$ cat src/rtl/rv32i_types.sv
`default_nettype none
// ============================================================================
// Module   : rv32i_types (package)
// Brief    : Shared core types; holds the CDB broadcast packet and the
//            constants used by the result-bus arbiter.
// Revision : 1.0 - initial CDB types
// ============================================================================
package rv32i_types;

  // Register-name widths, shared with the ROB output record
  localparam int c_PHYS_REG_W = 6;
  localparam int c_ARCH_REG_W = 5;

  localparam int NUM_CDB_REQ = 4;
  localparam int ROB_IDX_W   = 5;

  typedef struct packed {
    logic [c_PHYS_REG_W-1:0] pd;
    logic [c_ARCH_REG_W-1:0] rd;
    logic [ROB_IDX_W-1:0]    rob;
    logic [31:0]             value;
  } cdb_pkt_t;

  // Index that follows idx in a ring of n entries
  function automatic int rr_next(input int idx, input int n);
    return (idx + 1) % n;
  endfunction

endpackage
`default_nettype wire

$ cat src/rtl/rr_grant.sv
`default_nettype none
// ============================================================================
// Module   : rr_grant
// Brief    : Combinational rotate-priority encoder. The request at index ptr
//            has top priority, then ptr+1, ... wrapping modulo N.
// Revision : 1.0 - initial version
// ============================================================================
module rr_grant
  import rv32i_types::*;
#(
  parameter int N     = NUM_CDB_REQ,
  parameter int PTR_W = $clog2(N)
) (
  input  logic [N-1:0]     req,
  input  logic [PTR_W-1:0] ptr,
  output logic [N-1:0]     gnt,
  output logic [PTR_W-1:0] gnt_idx,
  output logic             any_gnt
);

  logic [PTR_W-1:0] w_cand;

  // Scan from the lowest priority to the highest so the last hit wins
  always_comb begin
    gnt     = '0;
    gnt_idx = '0;
    any_gnt = 1'b0;
    w_cand  = '0;
    for (int k = N - 1; k >= 0; k--) begin
      w_cand = PTR_W'((int'(ptr) + k) % N);
      if (req[w_cand]) begin
        gnt_idx = w_cand;
        any_gnt = 1'b1;
      end
    end
    if (any_gnt) begin
      gnt[gnt_idx] = 1'b1;
    end
  end

endmodule
`default_nettype wire

$ cat src/rtl/cdb_arbiter.sv
`default_nettype none
// ============================================================================
// Module   : cdb_arbiter
// Brief    : Round-robin arbiter for the common data bus. Grants one result
//            producer per cycle and broadcasts the granted packet from a
//            register one cycle later.
// Revision : 1.0 - initial version
// ============================================================================
module cdb_arbiter
  import rv32i_types::*;
#(
  parameter int NUM_REQ = NUM_CDB_REQ
) (
  input  logic                   clk,
  input  logic                   rst,
  input  logic                   flush,
  input  logic [NUM_REQ-1:0]     req_valid,
  input  cdb_pkt_t [NUM_REQ-1:0] req_pkt,
  output logic [NUM_REQ-1:0]     req_ready,
  output logic                   cdb_valid,
  output cdb_pkt_t               cdb_pkt
);

  localparam int c_PTR_W = $clog2(NUM_REQ);

  logic [c_PTR_W-1:0] r_rr_ptr;
  logic [c_PTR_W-1:0] w_gnt_idx;
  logic [NUM_REQ-1:0] w_gnt;
  logic               w_any_gnt;
  logic               w_block;
  logic               w_xfer;

  rr_grant #(
    .N     (NUM_REQ),
    .PTR_W (c_PTR_W)
  ) u_rr_grant (
    .req     (req_valid),
    .ptr     (r_rr_ptr),
    .gnt     (w_gnt),
    .gnt_idx (w_gnt_idx),
    .any_gnt (w_any_gnt)
  );

  // Reset and flush both suppress the grant; the encoder only ever picks a
  // valid requester, so any unsuppressed grant is a transfer.
  assign w_block   = rst | flush;
  assign req_ready = w_block ? '0 : w_gnt;
  assign w_xfer    = w_any_gnt & ~w_block;

  // Broadcast register and priority pointer; payload holds when idle
  always_ff @(posedge clk) begin
    if (rst) begin
      cdb_valid <= 1'b0;
      cdb_pkt   <= '0;
      r_rr_ptr  <= '0;
    end else if (w_xfer) begin
      cdb_valid <= 1'b1;
      cdb_pkt   <= req_pkt[w_gnt_idx];
      r_rr_ptr  <= c_PTR_W'(rr_next(int'(w_gnt_idx), NUM_REQ));
    end else begin
      cdb_valid <= 1'b0;
    end
  end

endmodule
`default_nettype wire

$ cat config.mk
export PLATFORM = sky130hd
export DESIGN_NAME = cdb_arbiter
export DESIGN_NICKNAME = d
export VERILOG_FILES = /design/src/rtl/rv32i_types.sv /design/src/rtl/rr_grant.sv /design/src/rtl/cdb_arbiter.sv
export SDC_FILE = /design/constraint.sdc
export NUM_CORES = 1
export LEC_CHECK = 0
export CORE_MARGIN = 2
export CORE_UTILIZATION = 38
export DETAILED_ROUTE_END_ITERATION = 7
export PLACE_DENSITY = 0.95
export SETUP_SLACK_MARGIN = 0.5
export SYNTH_ARGS = -nofsm -noshare
export SYNTH_HDL_FRONTEND = slang
export SYNTH_SLANG_ARGS = --single-unit
$ cat constraint.sdc
create_clock -name clk -period 3.6 [get_ports clk]
set_clock_uncertainty 0.05 [all_clocks]
set_input_delay 0.9 -clock clk [delete_from_list [all_inputs] [get_ports clk]]
set_output_delay 0.9 -clock clk [all_outputs]
set_load 0.005 [all_outputs]
# [Word level (Yosys, flattened, before mapping)]
# Index checks and enable logic that the tools add are counted.
[totals] out_inout_bits=53 input_bits=199 wordCells=43 reg_bits=51
[classes] n_mux=23 bitwise=3 reduce_logical=1 add_sub_neg=4 order_cmp=6
[ops] op="$bmux W48 S2" count=1
[ops] op="$mux W48" count=1
[ops] op="$lt A2 B3 Y1 const B" count=5
[ops] op="$mux W1" count=10
[ops] op="$bmux W1 S2" count=4
[ops] op="$mux W2" count=4
[ops] op="$mux W4" count=2
[ops] op="$add A2 B1 Y2 const B" count=2
[ops] op="$add A2 B2 Y2 const B" count=2
[ops] op="$demux W1 S2" count=1
[ops] op="$ge A2 B1 Y1 const B" count=1
[ops] op="$and A1 B1 Y1" count=1
[ops] op="$logic_and A1 B1 Y1" count=1
[ops] op="$not A1 Y1" count=1
[ops] op="$or A1 B1 Y1" count=1

# [Depth between registers and ports, before layout]
[logic_depth] word_depth=13 ltp_mapped=8 mapped_depth_nobuf=6

# [Modules after synthesis]
# A second synthesis with hierarchy kept.
[hier_totals] cells_unflattened=315 hier_area_um2=3079.2
[modules_own_cells] module="cdb_arbiter" cells_each=287 instances=1 seq_area_each_um2=1021.0 area_each_um2=2902.8
[modules_own_cells] module="rr_grant" cells_each=28 instances=1 seq_area_each_um2=0.0 area_each_um2=176.4

# [Least setup slack after synthesis]
# OpenSTA, ideal clock, no wires.
[synth_path] kind="in2out" from="input port req_valid[2]" to="output port req_ready[1]" arrival_time_ps=2073 stages=8 path_slack_ps=577 cell_sequence="nor2b_2 -> a221oi_2 -> buf_6 -> nor2_8 -> buf_12 -> inv_1 -> ha_1 -> and2_1"
[synth_between] elab_chain_len=12 word_cells_on_any_way=23 classes_between="order compare: 2; mux: 20; reduce/logical: 1"
[synth_rtl] element="from (decl)" line="cdb_arbiter.sv:17" text="input logic [NUM_REQ-1:0] req_valid,"
[synth_rtl] element="$bmux W1 S2" line="rr_grant.sv:31" text="if (req[w_cand]) begin"
[synth_rtl] element="$mux W1 (implied by the code)" line="rr_grant.sv:31"
[synth_rtl] element="$mux W2 (4 in series)" line="rr_grant.sv:31"
[synth_rtl] element="$lt A2 B3 Y1 (implied by the code) or $ge A2 B1 Y1 (tied branches)" line="rr_grant.sv:37" text="gnt[gnt_idx] = 1'b1;"
[synth_rtl] element="$logic_and A1 B1 Y1 (implied by the code)" line="rr_grant.sv:37"
[synth_rtl] element="$mux W1 (implied by the code)" line="rr_grant.sv:37"
[synth_rtl] element="$demux W1 S2"
[synth_rtl] element="$mux W4 (*)" line="rr_grant.sv:36" text="if (any_gnt) begin"
[synth_rtl] element="$mux W4 (*)" line="cdb_arbiter.sv:47" text="assign req_ready = w_block ? '0 : w_gnt;"
[synth_rtl] element="to (decl)" line="cdb_arbiter.sv:19" text="output logic [NUM_REQ-1:0] req_ready,"
# Every way passes the cells marked *; elsewhere a longest branch is shown, timed or not. The select of a mux whose other input is x is not followed.

# [Worst setup path in the final report]
[layout_path] from="input port req_valid[2]" to="output port req_ready[3]"
# The elaborated chain is that of the path after synthesis.

==> qor.yml <==
status: "finished clean"
totalPowerFinal_mw: 1.80
syn_avg_cell_area_um2: 8.41
grt_max_degree: 49
drt_wl_total_mm: 13.9
grt_pass1_wl_mm: 21.3
die-area_um2: 9950
firstDrtPassIters: 4
cp_slowest_cell: "nor3_4"
crit_type: "input pin to primary output"
postLayoutCellArea_um2: 6180
synthArstFlopShare_pct: 0
crit_chain: "buf_2 > nor2b_4 > and2b_4 > nor3_4 > buf_4 > ha_2 > and2_1 > clkbuf_2"
cts_sinks: 51
fmax_mhz: 328
layout_commonest_cell: "clkdlybuf4s50_1"
ys_ff_latch: 51
synth-compound-area-share_pct: 30.3
io_pins: 252
min_period_ns: 3.05
yosysSeqAreaShare_pct: 29.3
antenna_found_initial: 0
yosys.area.top_type: "dfxtp_1"
cp_max_fo: 4
row_count: 34
io_buffer_count: 251
synth.area.mux_share_pct: 14.1
clkTransAtPathRegs_ns: 0.09
synth_nets: 617
fin_cells: 768
slowest_delay_ns: 0.25
finalWorstSetupSlack_ns: 0.554
slew_headroom_pct: 34.0
drtIter0Drc: 120
startpoint_type: "input pin"
place_congestion: 0.839
synth_area_leaders: "dfxtp_1, mux2i_1, a21o_1"
diodes: 0
track_usage_pct: 26.7
grt_overflow: 0
hold_buffers: 0
dp_slack_ns: -0.208
yosysWarnings: 0
layout-drive-gt1-share_pct: 9.70
synth_top_family_by_area: "compound AO/OA/AOI/OAI gates"
yosys.area_share.simple_pct: 16.3
avgViaCountPerCell: 5.55
synthAdderAreaFrac_pct: 1.44
worstPathRequired_ns: 2.65
cts_made_buffers: 5
syn-cell-area_um2: 3480
fp.dieW_um: 99.7
hold_path_class: "flip-flop to flip-flop"
die_h_um: 99.7
ir_drop_mv: 0.175
area_growth_pct: 77.6
hold_depth: 2
synth_enable_flop_cells: 0
mostFrequentLayoutCells: "clkdlybuf4s50_1, dfxtp_1, mux2i_1, o21ai_0, nand2_1"
hold_viol: 0
power_density_nw_per_um2: 291
netlist-cell-type-count: 31
dp_hpwl_mm: 10.5
grt_pass1_vias: 4326
cts_max_level: 2
dp.cells: 754
synth_xor_area_share_pct: 0
leakagePower_nw: 2.27
cp_data_arrival_time_ns: 2.10
root_buffer: "clkbuf_8"
vias: 4264
drc: 0
syn_inst: 414
rsz0062_at_grt: "true"
start_util_pct: 39.5
hold_ws_ns: 0.444
ant_nets: 0
setup_viol: 0
synth-main-ff-cell: "dfxtp_1"
wire_per_inst_um: 18.1
cts_tree: "done"
final_nets: 862
insertion_delay_ns: 0.30
post-route-period-util_pct: 84.6
max_cap_viol_count: 0
endpoint_kind: "primary output"
placed_cell_area_um2: 6050
clk_path_buf_depth: 2
worstMarginPinSlew_ns: 0.989
drv_slew: 0
core-area_um2: 8810
worstRegToRegCells: 8
synth.top_cell.area_share_pct: 29.3
[cells in the mapped netlist, drive strengths merged (2+ instances only)]
cell type / n
a21oi: 2
a21o: 48
clkbuf: 15
nor2: 5
nand2: 51
nand3: 48
inv: 3
nor2b: 2
nor3: 2
ha: 4
mux2i: 49
o21ai: 49
dfxtp: 51
o211ai: 48
and2: 4
buf: 25
[kinds of logic (layout without fill, tap and decap cells)]
kind of cell	count (synthesis)	in the layout
AND/OR/NAND/NOR	114	114
AO/OA/AOI/OAI	153	153
multiplexers	49	49
buffers and inverters	43	289
adder cells (fa/ha/maj)	4	4
flip-flops	51	51
[power by group]
| part | internal, mW | switching (mW) | total [mW] |
|---|---|---|---|
| registers | 0.631 | 0.0382 | 0.669 |
| logic | 0.474 | 0.331 | 0.805 |
| clock network | 0.134 | 0.194 | 0.328 |
| total | 1.24 | 0.563 | 1.80 |
[through the flow]
step | utilization (%) | TNS, ns
final | 70.2 | 0
after floorplan | - | 0
after global placement | 68.8 | -0.450
after detailed placement | 68.8 | -0.691
after CTS | 70.3 | 0
after global routing | 70.2 | 0
[worst paths after layout]
kind	startpoint	to	slack, ns
max reg2reg	r_rr_ptr[1]	cdb_pkt[21]	0.92
min reg2reg	cdb_pkt[26]	cdb_pkt[26]	0.44
max	req_valid[2]	req_ready[3]	0.55
min	cdb_pkt[26]	cdb_pkt[26]	0.44
[worst max-delay path: cells and delay by family]
family | cells | cell delay, ns
buffers and inverters | 3 | 0.38
and+or+nand+nor | 4 | 0.67
adders and majority gates | 1 | 0.14
[area by class of cell]
class	count	area [um2]
Timing Repair Buffer	278	2710
Fill cell	663	2620
Multi-Input combinational cell	320	2220
Sequential cell	51	1020
Tap cell	108	135
Clock buffer	5	68.8
Clock inverter	3	15.0
Inverter	3	11.3
[registers in the layout, indices dropped and copies added (netlist names)]
name and cells:
cdb_pkt 48, r_rr_ptr 2, cdb_valid 1
[repair_timing]
item,in CTS,in global routing
pin swaps,4,1
endpoints found under the setup margin,4,4
buffers inserted,5,1
gates resized for setup,32,6
[layer usage]
metal	share of wire, %	track usage [%]	wire, um
met1	37	28.8	5100
met2	51	49.0	7080
met3	9.5	7.38	1310
met4	3.0	10.7	411
met5	0	0	0
No activity file was read; power rests on OpenSTA's default activity.
